## src/rtl/ps2_keyboard_pkg.sv

```systemverilog
// Shared types and constants for the PS/2 keyboard receiver.
package ps2_keyboard_pkg;

  // Frame layout: start, 8 data bits (LSB first), odd parity, stop.
  localparam int unsigned DataBits = 8;

  // Default deglitch depth and partial-frame timeout (2 ms at 25 MHz).
  localparam int unsigned DefaultFilter  = 8;
  localparam int unsigned DefaultTimeout = 50000;

  // Receive FSM states.
  typedef enum logic [1:0] {
    StIdle   = 2'd0,
    StData   = 2'd1,
    StParity = 2'd2,
    StStop   = 2'd3
  } ps2_state_e;

  // Odd parity holds when data bits plus the parity bit have an odd number of ones.
  function automatic logic odd_parity_ok(input logic [DataBits-1:0] b, input logic p);
    return ^{b, p};
  endfunction

endpackage

```

## src/rtl/ps2_keyboard_filter.sv

```systemverilog
// Two-flop synchroniser followed by a stability counter: the filtered level
// only follows the pin after FILTER consecutive equal synchronised samples.
module ps2_keyboard_filter #(
  parameter int unsigned FILTER = 8
) (
  input  logic clock,
  input  logic reset,
  input  logic raw,
  output logic level
);

  localparam int unsigned CntW = (FILTER > 1) ? $clog2(FILTER) : 1;

  logic          sync1_q, sync2_q;
  logic          level_q, level_d;
  logic [CntW-1:0] cnt_q, cnt_d;

  // Synchroniser chain; idle PS/2 lines are high, so reset to 1.
  always_ff @(posedge clock or posedge reset) begin
    if (reset) begin
      sync1_q <= 1'b1;
      sync2_q <= 1'b1;
    end else begin
      sync1_q <= raw;
      sync2_q <= sync1_q;
    end
  end

  // Count samples that disagree with the accepted level; flip on the FILTER-th.
  always_comb begin
    level_d = level_q;
    cnt_d   = '0;
    if (sync2_q != level_q) begin
      if (cnt_q == CntW'(FILTER - 1)) begin
        level_d = sync2_q;
      end else begin
        cnt_d = cnt_q + 1'b1;
      end
    end
  end

  // Filter state register.
  always_ff @(posedge clock or posedge reset) begin
    if (reset) begin
      level_q <= 1'b1;
      cnt_q   <= '0;
    end else begin
      level_q <= level_d;
      cnt_q   <= cnt_d;
    end
  end

  assign level = level_q;

endmodule

```

## src/rtl/ps2_keyboard.sv

```systemverilog
// PS/2 device-to-host receiver: deglitches the pins, deserialises 11-bit
// frames, checks framing and odd parity, and queues good bytes in a FIFO.
module ps2_keyboard
  import ps2_keyboard_pkg::*;
#(
  parameter int unsigned FIFO_DEPTH = 16,
  parameter int unsigned FILTER     = DefaultFilter,
  parameter int unsigned TIMEOUT    = DefaultTimeout
) (
  input  logic                          clock,
  input  logic                          reset,
  input  logic                          ps2_clk,
  input  logic                          ps2_dat,
  input  logic                          rd,
  output logic [7:0]                    data,
  output logic                          ready,
  output logic [$clog2(FIFO_DEPTH):0]   count,
  output logic                          overflow,
  output logic                          frame_err,
  input  logic                          clr_err
);

  localparam int unsigned AW = $clog2(FIFO_DEPTH);
  localparam int unsigned TW = $clog2(TIMEOUT + 1);

  logic clk_f, dat_f, clk_f_prev_q, sample;

  ps2_keyboard_filter #(.FILTER(FILTER)) u_clk_filter (
    .clock (clock),
    .reset (reset),
    .raw   (ps2_clk),
    .level (clk_f)
  );

  ps2_keyboard_filter #(.FILTER(FILTER)) u_dat_filter (
    .clock (clock),
    .reset (reset),
    .raw   (ps2_dat),
    .level (dat_f)
  );

  // Remember the previous filtered clock to find its falling edge.
  always_ff @(posedge clock or posedge reset) begin
    if (reset) clk_f_prev_q <= 1'b1;
    else       clk_f_prev_q <= clk_f;
  end

  assign sample = clk_f_prev_q & ~clk_f;

  ps2_state_e    state_q, state_d;
  logic [2:0]    bit_cnt_q, bit_cnt_d;
  logic [7:0]    shift_q, shift_d;
  logic          par_q, par_d;
  logic [TW-1:0] to_cnt_q, to_cnt_d;
  logic          push, err_set;

  // Frame FSM next-state, timeout supervision, push and error strobes.
  always_comb begin
    state_d   = state_q;
    bit_cnt_d = bit_cnt_q;
    shift_d   = shift_q;
    par_d     = par_q;
    to_cnt_d  = '0;
    push      = 1'b0;
    err_set   = 1'b0;

    if (state_q != StIdle && !sample && to_cnt_q == TW'(TIMEOUT - 1)) begin
      // Line went quiet mid-frame: drop the partial byte.
      err_set = 1'b1;
      state_d = StIdle;
    end else begin
      if (state_q != StIdle && !sample) to_cnt_d = to_cnt_q + 1'b1;
      unique case (state_q)
        StIdle: begin
          if (sample) begin
            if (!dat_f) begin
              state_d   = StData;
              bit_cnt_d = '0;
            end else begin
              err_set = 1'b1;
            end
          end
        end
        StData: begin
          if (sample) begin
            shift_d   = {dat_f, shift_q[7:1]};
            bit_cnt_d = bit_cnt_q + 1'b1;
            if (bit_cnt_q == 3'(DataBits - 1)) state_d = StParity;
          end
        end
        StParity: begin
          if (sample) begin
            par_d   = dat_f;
            state_d = StStop;
          end
        end
        StStop: begin
          if (sample) begin
            if (dat_f && odd_parity_ok(shift_q, par_q)) push = 1'b1;
            else                                         err_set = 1'b1;
            state_d = StIdle;
          end
        end
        default: state_d = StIdle;
      endcase
    end
  end

  // Frame FSM state register.
  always_ff @(posedge clock or posedge reset) begin
    if (reset) begin
      state_q   <= StIdle;
      bit_cnt_q <= '0;
      shift_q   <= '0;
      par_q     <= 1'b0;
      to_cnt_q  <= '0;
    end else begin
      state_q   <= state_d;
      bit_cnt_q <= bit_cnt_d;
      shift_q   <= shift_d;
      par_q     <= par_d;
      to_cnt_q  <= to_cnt_d;
    end
  end

  logic [7:0]  mem_q [FIFO_DEPTH];
  logic [AW:0] wr_ptr_q, rd_ptr_q;
  logic        empty, full, do_pop, do_push, ovf_set;

  assign empty   = (wr_ptr_q == rd_ptr_q);
  assign full    = (wr_ptr_q[AW] != rd_ptr_q[AW]) && (wr_ptr_q[AW-1:0] == rd_ptr_q[AW-1:0]);
  assign do_pop  = rd & ~empty;
  // A pop in the same cycle frees the slot, so a push into a full FIFO still lands.
  assign do_push = push & (~full | do_pop);
  assign ovf_set = push & full & ~do_pop;

  // FIFO storage and pointers.
  always_ff @(posedge clock or posedge reset) begin
    if (reset) begin
      wr_ptr_q <= '0;
      rd_ptr_q <= '0;
      for (int i = 0; i < int'(FIFO_DEPTH); i++) mem_q[i] <= '0;
    end else begin
      if (do_push) begin
        mem_q[wr_ptr_q[AW-1:0]] <= shift_q;
        wr_ptr_q                <= wr_ptr_q + 1'b1;
      end
      if (do_pop) rd_ptr_q <= rd_ptr_q + 1'b1;
    end
  end

  // Sticky error flags; a same-cycle new error beats clr_err.
  always_ff @(posedge clock or posedge reset) begin
    if (reset) begin
      overflow  <= 1'b0;
      frame_err <= 1'b0;
    end else begin
      overflow  <= ovf_set | (overflow & ~clr_err);
      frame_err <= err_set | (frame_err & ~clr_err);
    end
  end

  assign data  = mem_q[rd_ptr_q[AW-1:0]];
  assign ready = ~empty;
  assign count = wr_ptr_q - rd_ptr_q;

endmodule

```

## config.mk

```make
export PLATFORM = sky130hd
export DESIGN_NAME = ps2_keyboard
export DESIGN_NICKNAME = d
export VERILOG_FILES = /design/src/rtl/ps2_keyboard_pkg.sv /design/src/rtl/ps2_keyboard_filter.sv /design/src/rtl/ps2_keyboard.sv
export SDC_FILE = /design/constraint.sdc
export NUM_CORES = 1
export LEC_CHECK = 0
export BUFFER_PORTS_ARGS = -buffer_cell sky130_fd_sc_hd__buf_2
export CAP_MARGIN = 25
export CORE_MARGIN = 2
export CORE_UTILIZATION = 55
export CTS_CLUSTER_DIAMETER = 50
export DETAILED_ROUTE_END_ITERATION = 8
export PLACE_DENSITY_LB_ADDON = 0.15
export SLEW_MARGIN = 20
export SYNTH_ARGS = -nofsm -noshare
export SYNTH_HDL_FRONTEND = slang
export SYNTH_SLANG_ARGS = --single-unit
```

## constraint.sdc

```tcl
create_clock -name clock -period 15.45 [get_ports clock]
set_input_delay 1.545 -clock clock [delete_from_list [all_inputs] [get_ports clock]]
set_output_delay 1.545 -clock clock [all_outputs]
set_load 0.01 [all_outputs]
```

==> results of run 1 <==
-- power groups by stage --
stage / sequential, mW / combinational, mW / clock, mW
4_1_cts: 0.542 / 0.341 / 0.406
3_5_place_dp: 0.551 / 0.341 / 0
6_report: 0.542 / 0.339 / 0.398
3_3_place_gp: 0.548 / 0.331 / 0
2_1_floorplan: 0.535 / 0.262 / 0
5_1_grt: 0.546 / 0.375 / 0.431
-- critical path, cell delays in order (launching register included) --
cell      delay, ns
dfrtp_1        0.32
buf_4          0.37
clkinv_1       0.40
ha_1           0.47
a21o_1         0.20
a21oi_1        0.17
xnor2_1        0.13
buf_2          0.14
-- layout by cell type (no fill, tap or decap), types with 10 or more instances in the layout --
master	synthesis	routed
dfrtp_1	176	175
mux2_2	124	124
nand2_1	54	54
mux4_2	32	32
nor2_1	25	25
ha_1	21	21
buf_2	5	21
xnor2_1	20	20
clkbuf_16	0	17
xor2_1	13	13
inv_1	13	12
and3_1	12	12
nand3_1	11	11
a31oi_1	10	10
-- sequential cells by signal, summed over array words and instances (netlist names), 2 cells and up --
signal / flops
wr_ptr_q: 5
u_dat_filter.cnt_q: 3
u_clk_filter.cnt_q: 3
bit_cnt_q: 3
shift_q: 8
state_q: 2
to_cnt_q: 16
mem_q: 128
rd_ptr_q: 5
-- area by class of cell --
class | count | area, um2 | area share (%)
inverters | 15 | 61.3 | 0.631
flip-flops and latches | 183 | 4590 | 47.2
well taps | 216 | 270 | 2.78
repair buffers | 31 | 213 | 2.19
multi-input cells | 407 | 4040 | 41.6
clock buffers | 19 | 443 | 4.56
clock inverters | 13 | 98.8 | 1.02
-- cell families (layout without fill, tap and decap cells) --
family | after synthesis | after routing | share of synthesized area, %
AOI/OAI and AO/OA | 30 | 30 | 2.47
xor gates and xnor gates | 35 | 35 | 3.80
adders and majority gates | 22 | 22 | 3.19
buffers and inverters | 52 | 78 | 2.65
DFF | 183 | 183 | 51.7
muxes | 174 | 174 | 26.6
and+or+nand+nor | 146 | 146 | 9.53
-- stage by stage --
| stage | std cells | power (mW) | util (%) | setup slack, ns |
|---|---|---|---|---|
| 2_1_floorplan | 642 | 0.797 | - | 8.94 |
| 3_3_place_gp | 850 | 0.879 | 57.7 | 11.75 |
| 3_5_place_dp | 850 | 0.893 | 57.7 | 11.70 |
| 4_1_cts | 882 | 1.29 | 61.1 | 11.24 |
| 5_1_grt | 884 | 1.35 | 61.4 | 11.05 |
| 6_report | 884 | 1.28 | 61.4 | 11.27 |
-- routing by layer --
metal	GRT usage, %	vias to the layer above
met2	38.6	88
met3	4.52	31
li1	-	2336
met1	30.8	2682
met5	0	-
met4	7.88	0
-- worst min-delay path by stage --
stage / endpoint / slack, ns / depth (start not counted)
3_3_place_gp: u_clk_filter.sync2_q / 0.35 / 0
5_1_grt: u_clk_filter.sync2_q / 0.36 / 0
6_report: u_clk_filter.sync2_q / 0.36 / 0
3_5_place_dp: u_dat_filter.sync2_q / 0.35 / 0
2_1_floorplan: u_clk_filter.sync2_q / 0.35 / 0
4_1_cts: u_clk_filter.sync2_q / 0.36 / 0
==> results.py, run 1 <==
metrics = {
    "run_status": {
        "outcome": "complete, no violations",
    },
    "critical_path": {
        "crit_start": "rd_ptr_q[2]",
        "r2r_slack_ns": 11.88,
        "crit_arrival_ns": 2.63,
        "crit_end": "count[4]",
        "end_kind": "primary output",
        "r2r-end": "mem_q[58]",
        "critPathLaunchType": "register",
        "rr_startpoint": "rd_ptr_q[2]",
        "r2r_cells": 9,
        "path_class": "register to primary output",
        "crit_fanout": 28,
        "required_ns": 13.91,
    },
    "floorplanning": {
        "initial_utilization_pct": 56.0,
        "core.rowCount": 46,
        "die_w_um": 131,
        "dieHeight_um": 131,
        "ioPinCount": 22,
        "coreArea_um2": 15800,
        "dieArea_um2": 17200,
    },
    "detailed_routing": {
        "vias": 5137,
        "post-route-drc-count": 0,
        "via_per_inst": 5.81,
        "met3_length_um": 729,
        "drt-wirelength-per-cell_um": 20.4,
        "dr_wl_met2_mm": 9.05,
        "drtPass1Iterations": 4,
        "first_iter_violations": 288,
        "postRouteAntennaNets": 0,
        "routed.top_layer": "met4",
        "wl_met1_mm": 7.90,
        "wl_mm": 18.1,
    },
    "cts": {
        "cts.sink_count": 183,
        "post_cts_buffers": 0,
        "cts_tree": "yes",
        "clk_latency_ns": 0.43,
        "cts_resized": 0,
        "cts_hold_buf": 0,
        "clkTransAtPathRegs_ns": 0.07,
        "cts_buffers": 17,
        "clock-root-buffer": "clkbuf_16",
        "htreeDepth": 4,
        "clockBufferDepth": 2,
    },
    "synth": {
        "yosysUniqueCellTypes": 55,
        "yosys.area.top_type_share_pct": 49.7,
        "syn_area_um2": 8870,
        "synth_top_area_cell": "dfrtp_1",
        "netlist_instances": 642,
        "post-synth-top-count-cell": "dfrtp_1",
        "synth_area_leaders": "dfrtp_1 (50%), mux2_2 (16%), mux4_2 (8.1%)",
        "synth_seq_cells": 183,
        "ys_async_sr_fraction_pct": 100,
        "ys.flop_type": "dfrtp_1",
        "ys_warn_count": 0,
        "yosysSeqAreaShare_pct": 51.7,
        "synth_fp_nets": 670,
        "synth_common_cells": "dfrtp_1 (176), mux2_2 (124), nand2_1 (54), mux4_2 (32), nor2_1 (25)",
        "synth_edf_count": 0,
        "avgSynthCellArea_um2": 13.8,
    },
    "pwr": {
        "p_int_mw": 0.853,
        "seq_power_share_pct": 42.4,
        "combPwrFrac_pct": 26.5,
        "leakagePower_nw": 4.64,
        "clockPowerShare_pct": 31.1,
        "ir_drop_mv": 0.0911,
        "p_sw_mw": 0.426,
        "powerDensity_nw_per_um2": 132,
        "p_sw_share_pct": 33.3,
    },
    "sta": {
        "maxSlewViolCount": 0,
        "fin_crit_sh_pct": 27.0,
        "finalSetupTns_ns": 0,
        "hold_ws_ns": 0.357,
        "fmax_mhz": 239,
        "worst_pin_slew_ns": 0.788,
        "setup_viol": 0,
        "relSlewSlack_pct": 47.4,
        "final.setup_skew_ns": 0.00839,
        "hold_violations": 0,
        "fin_crit_ns": 4.18,
        "rsz0062_at_grt": "false",
    },
    "grt": {
        "antenna_found_initial": 0,
        "grt_usage_pct": 23.2,
        "grt_max_degree": 108,
        "grt_overflow": 0,
        "grt_pass1_vias": 5469,
        "grt_pass1_wl_mm": 29.5,
    },
    "place": {
        "port_buffers": 21,
        "dpl_cell_area_um2": 9130,
        "dp_hpwl_mm": 11.8,
        "gp_congestion": 0.798,
    },
    "final_layout": {
        "area_growth_pct": 9.61,
        "antennaDiodeCount": 0,
        "stdcell_area_um2": 9720,
        "fin_nets": 683,
        "fillers": 1218,
        "drive_gt1_share_pct": 37.9,
    },
    "job": {
        "drv_cap": 0,
    },
    "worst_hold_path": {
        "hp-class": "register to register",
        "hp-start": "u_clk_filter.sync1_q",
    },
}
No activity file was read; power rests on OpenSTA's default activity.
==> inputs of run 2 (changes only) <==
==> constraint.sdc (replaced) <==
create_clock -name clock -period 3.85 [get_ports clock]
set_input_delay 0.385 -clock clock [delete_from_list [all_inputs] [get_ports clock]]
set_output_delay 0.385 -clock clock [all_outputs]
set_load 0.01 [all_outputs]
==> run 2 against run 1 <==
- sequential share of layout area is 0.51 points lower
- setup slack got worse by 11 ns
- power grew to 4.2 times the previous value
- die area did not move
- final cell count increased by 0.34%
- flip-flop and latch count stayed put
- critical path depth grew 1
- first-iteration DRC count fell by 2.4%
- clock skew increased by 0.0044 ns
- design area rose by 1.1%
- wire length increased by 0.96%
- clock-buffer cell count did not move
- largest power group unchanged
==> results.py, run 2 (same netlist as run 1, synthesis figures left out) <==
metrics = {
    "pwr": {
        "p_sw_mw": 1.69,
        "clockPowerShare_pct": 34.5,
        "leakagePower_nw": 4.68,
        "finalPower_mw": 5.39,
        "p_sw_share_pct": 31.4,
        "p_int_mw": 3.69,
        "ir_drop_mv": 0.324,
        "combPwrFrac_pct": 25.3,
        "powerDensity_nw_per_um2": 548,
        "seq_power_share_pct": 40.1,
    },
    "sta": {
        "fin_crit_sh_pct": 80.1,
        "fmax_mhz": 324,
        "rsz0062_at_grt": "false",
        "finalSetupTns_ns": 0,
        "fin_crit_ns": 3.09,
        "final.setup_skew_ns": 0.0128,
        "worst_pin_slew_ns": 0.755,
        "setup_viol": 0,
        "maxSlewViolCount": 0,
        "hold_violations": 0,
        "relSlewSlack_pct": 49.4,
    },
    "detailed_routing": {
        "post-route-drc-count": 0,
        "vias": 5179,
        "first_iter_violations": 281,
        "postRouteAntennaNets": 0,
        "wl_mm": 18.2,
        "via_per_inst": 5.84,
        "drt-wirelength-per-cell_um": 20.6,
        "drtPass1Iterations": 4,
    },
    "cts": {
        "clk_latency_ns": 0.43,
        "clock-root-buffer": "clkbuf_16",
        "cts_resized": 0,
        "clkTransAtPathRegs_ns": 0.07,
        "cts_hold_buf": 0,
        "clockBufferDepth": 2,
        "cts_tree": "yes",
        "htreeDepth": 4,
        "cts_buffers": 17,
        "post_cts_buffers": 0,
        "cts.sink_count": 183,
    },
    "worst_hold_path": {
        "hold_path_depth": 1,
        "hp-class": "primary input to register",
    },
    "critical_path": {
        "crit_fanout": 11,
        "r2r_slack_ns": 0.76,
        "path_class": "register to register",
        "crit_start": "rd_ptr_q[3]",
        "required_ns": 4.15,
        "r2r_cells": 8,
        "crit_end": "mem_q[100]",
        "end_kind": "register",
        "crit_arrival_ns": 3.39,
        "critPathMaxStageDelay_ns": 0.56,
        "critPathLaunchType": "register",
        "r2r-end": "mem_q[100]",
        "rr_startpoint": "rd_ptr_q[3]",
        "cp_slowest_cell": "dfrtp_1",
        "path_cells": "inv_1 > ha_1 > and4_1 > a31oi_4 > mux2i_4 > buf_4 > nor4_4 > mux2_2",
    },
    "final_layout": {
        "final_common_cell": "dfrtp_1",
        "largest_reg_flops": 128,
        "most-common-layout-cells": "dfrtp_1 (175), mux2_2 (124), nand2_1 (54)",
        "largest_register": "mem_q",
        "drive_gt1_share_pct": 38.2,
        "fin_util_pct": 62.1,
        "fin_nets": 686,
        "stdcell_area_um2": 9820,
        "area_growth_pct": 10.8,
        "antennaDiodeCount": 0,
        "reg_top3": "mem_q (128), to_cnt_q (16), shift_q (8)",
    },
    "grt": {
        "grt_pass1_wl_mm": 29.6,
        "grt_usage_pct": 23.3,
        "grt_overflow": 0,
        "antenna_found_initial": 0,
        "grt_max_degree": 87,
        "grt_pass1_vias": 5391,
    },
    "floorplanning": {
        "coreArea_um2": 15800,
        "initial_utilization_pct": 56.0,
        "die_w_um": 131,
        "dieHeight_um": 131,
        "core.rowCount": 46,
        "dieArea_um2": 17200,
        "ioPinCount": 22,
    },
    "place": {
        "gp_congestion": 0.844,
        "dp_hpwl_mm": 12.2,
        "dpl_cell_area_um2": 9190,
        "port_buffers": 21,
    },
    "run_status": {
        "outcome": "complete, no violations",
    },
    "job": {
        "drv_cap": 0,
    },
}
run 2: worst max-delay path: cells and delay by family (launching register included):
family | cells | cell delay [ns]
flip-flops | 1 | 0.56
AND/OR/NAND/NOR | 2 | 0.81
multiplexers | 2 | 0.58
adder cells (fa/ha/maj) | 1 | 0.38
AO/OA/AOI/OAI | 1 | 0.19
buffers and inverters | 2 | 0.44
run 2: power groups by stage:
stage	Sequential (mW)	Combinational, mW	Clock [mW]
2_1_floorplan	2.15	1.05	0
3_3_place_gp	2.19	1.35	0
3_5_place_dp	2.19	1.38	0
4_1_cts	2.16	1.38	1.90
5_1_grt	2.18	1.50	1.98
6_report	2.16	1.37	1.86
run 2: layer usage:
layer / GRT usage [%] / wire [um]
met1: 33.1 / 8400
met3: 4.44 / 483
met2: 37.2 / 9120
met5: 0 / 0
met4: 6.51 / 247
run 2: worst min path at each step:
stage                              start              endpoint
floorplan           u_clk_filter.sync1_q  u_clk_filter.sync2_q
global placement    u_clk_filter.sync1_q  u_clk_filter.sync2_q
detailed placement  u_clk_filter.sync1_q  u_clk_filter.sync2_q
CTS                              ps2_clk  u_clk_filter.sync1_q
global route                     ps2_clk  u_clk_filter.sync1_q
finish                           ps2_clk  u_clk_filter.sync1_q
run 2: area by class of cell:
type,instances,area (um2)
Clock inverter,13,191
Fill cell,1200,6000
Sequential cell,183,4590
Inverter,15,60.1
Timing Repair Buffer,34,228
Multi-Input combinational cell,407,4040
Tap cell,216,270
Clock buffer,19,443
run 2: per-stage QoR:
step                      cells  hold slack [ns]  setup WS, ns
after floorplan             642            0.345         0.385
after global placement      855            0.347         0.845
after detailed placement    855            0.348         0.794
after CTS                   887           0.0368         0.772
after global routing        887           0.0323         0.597
final                       887           0.0517         0.765
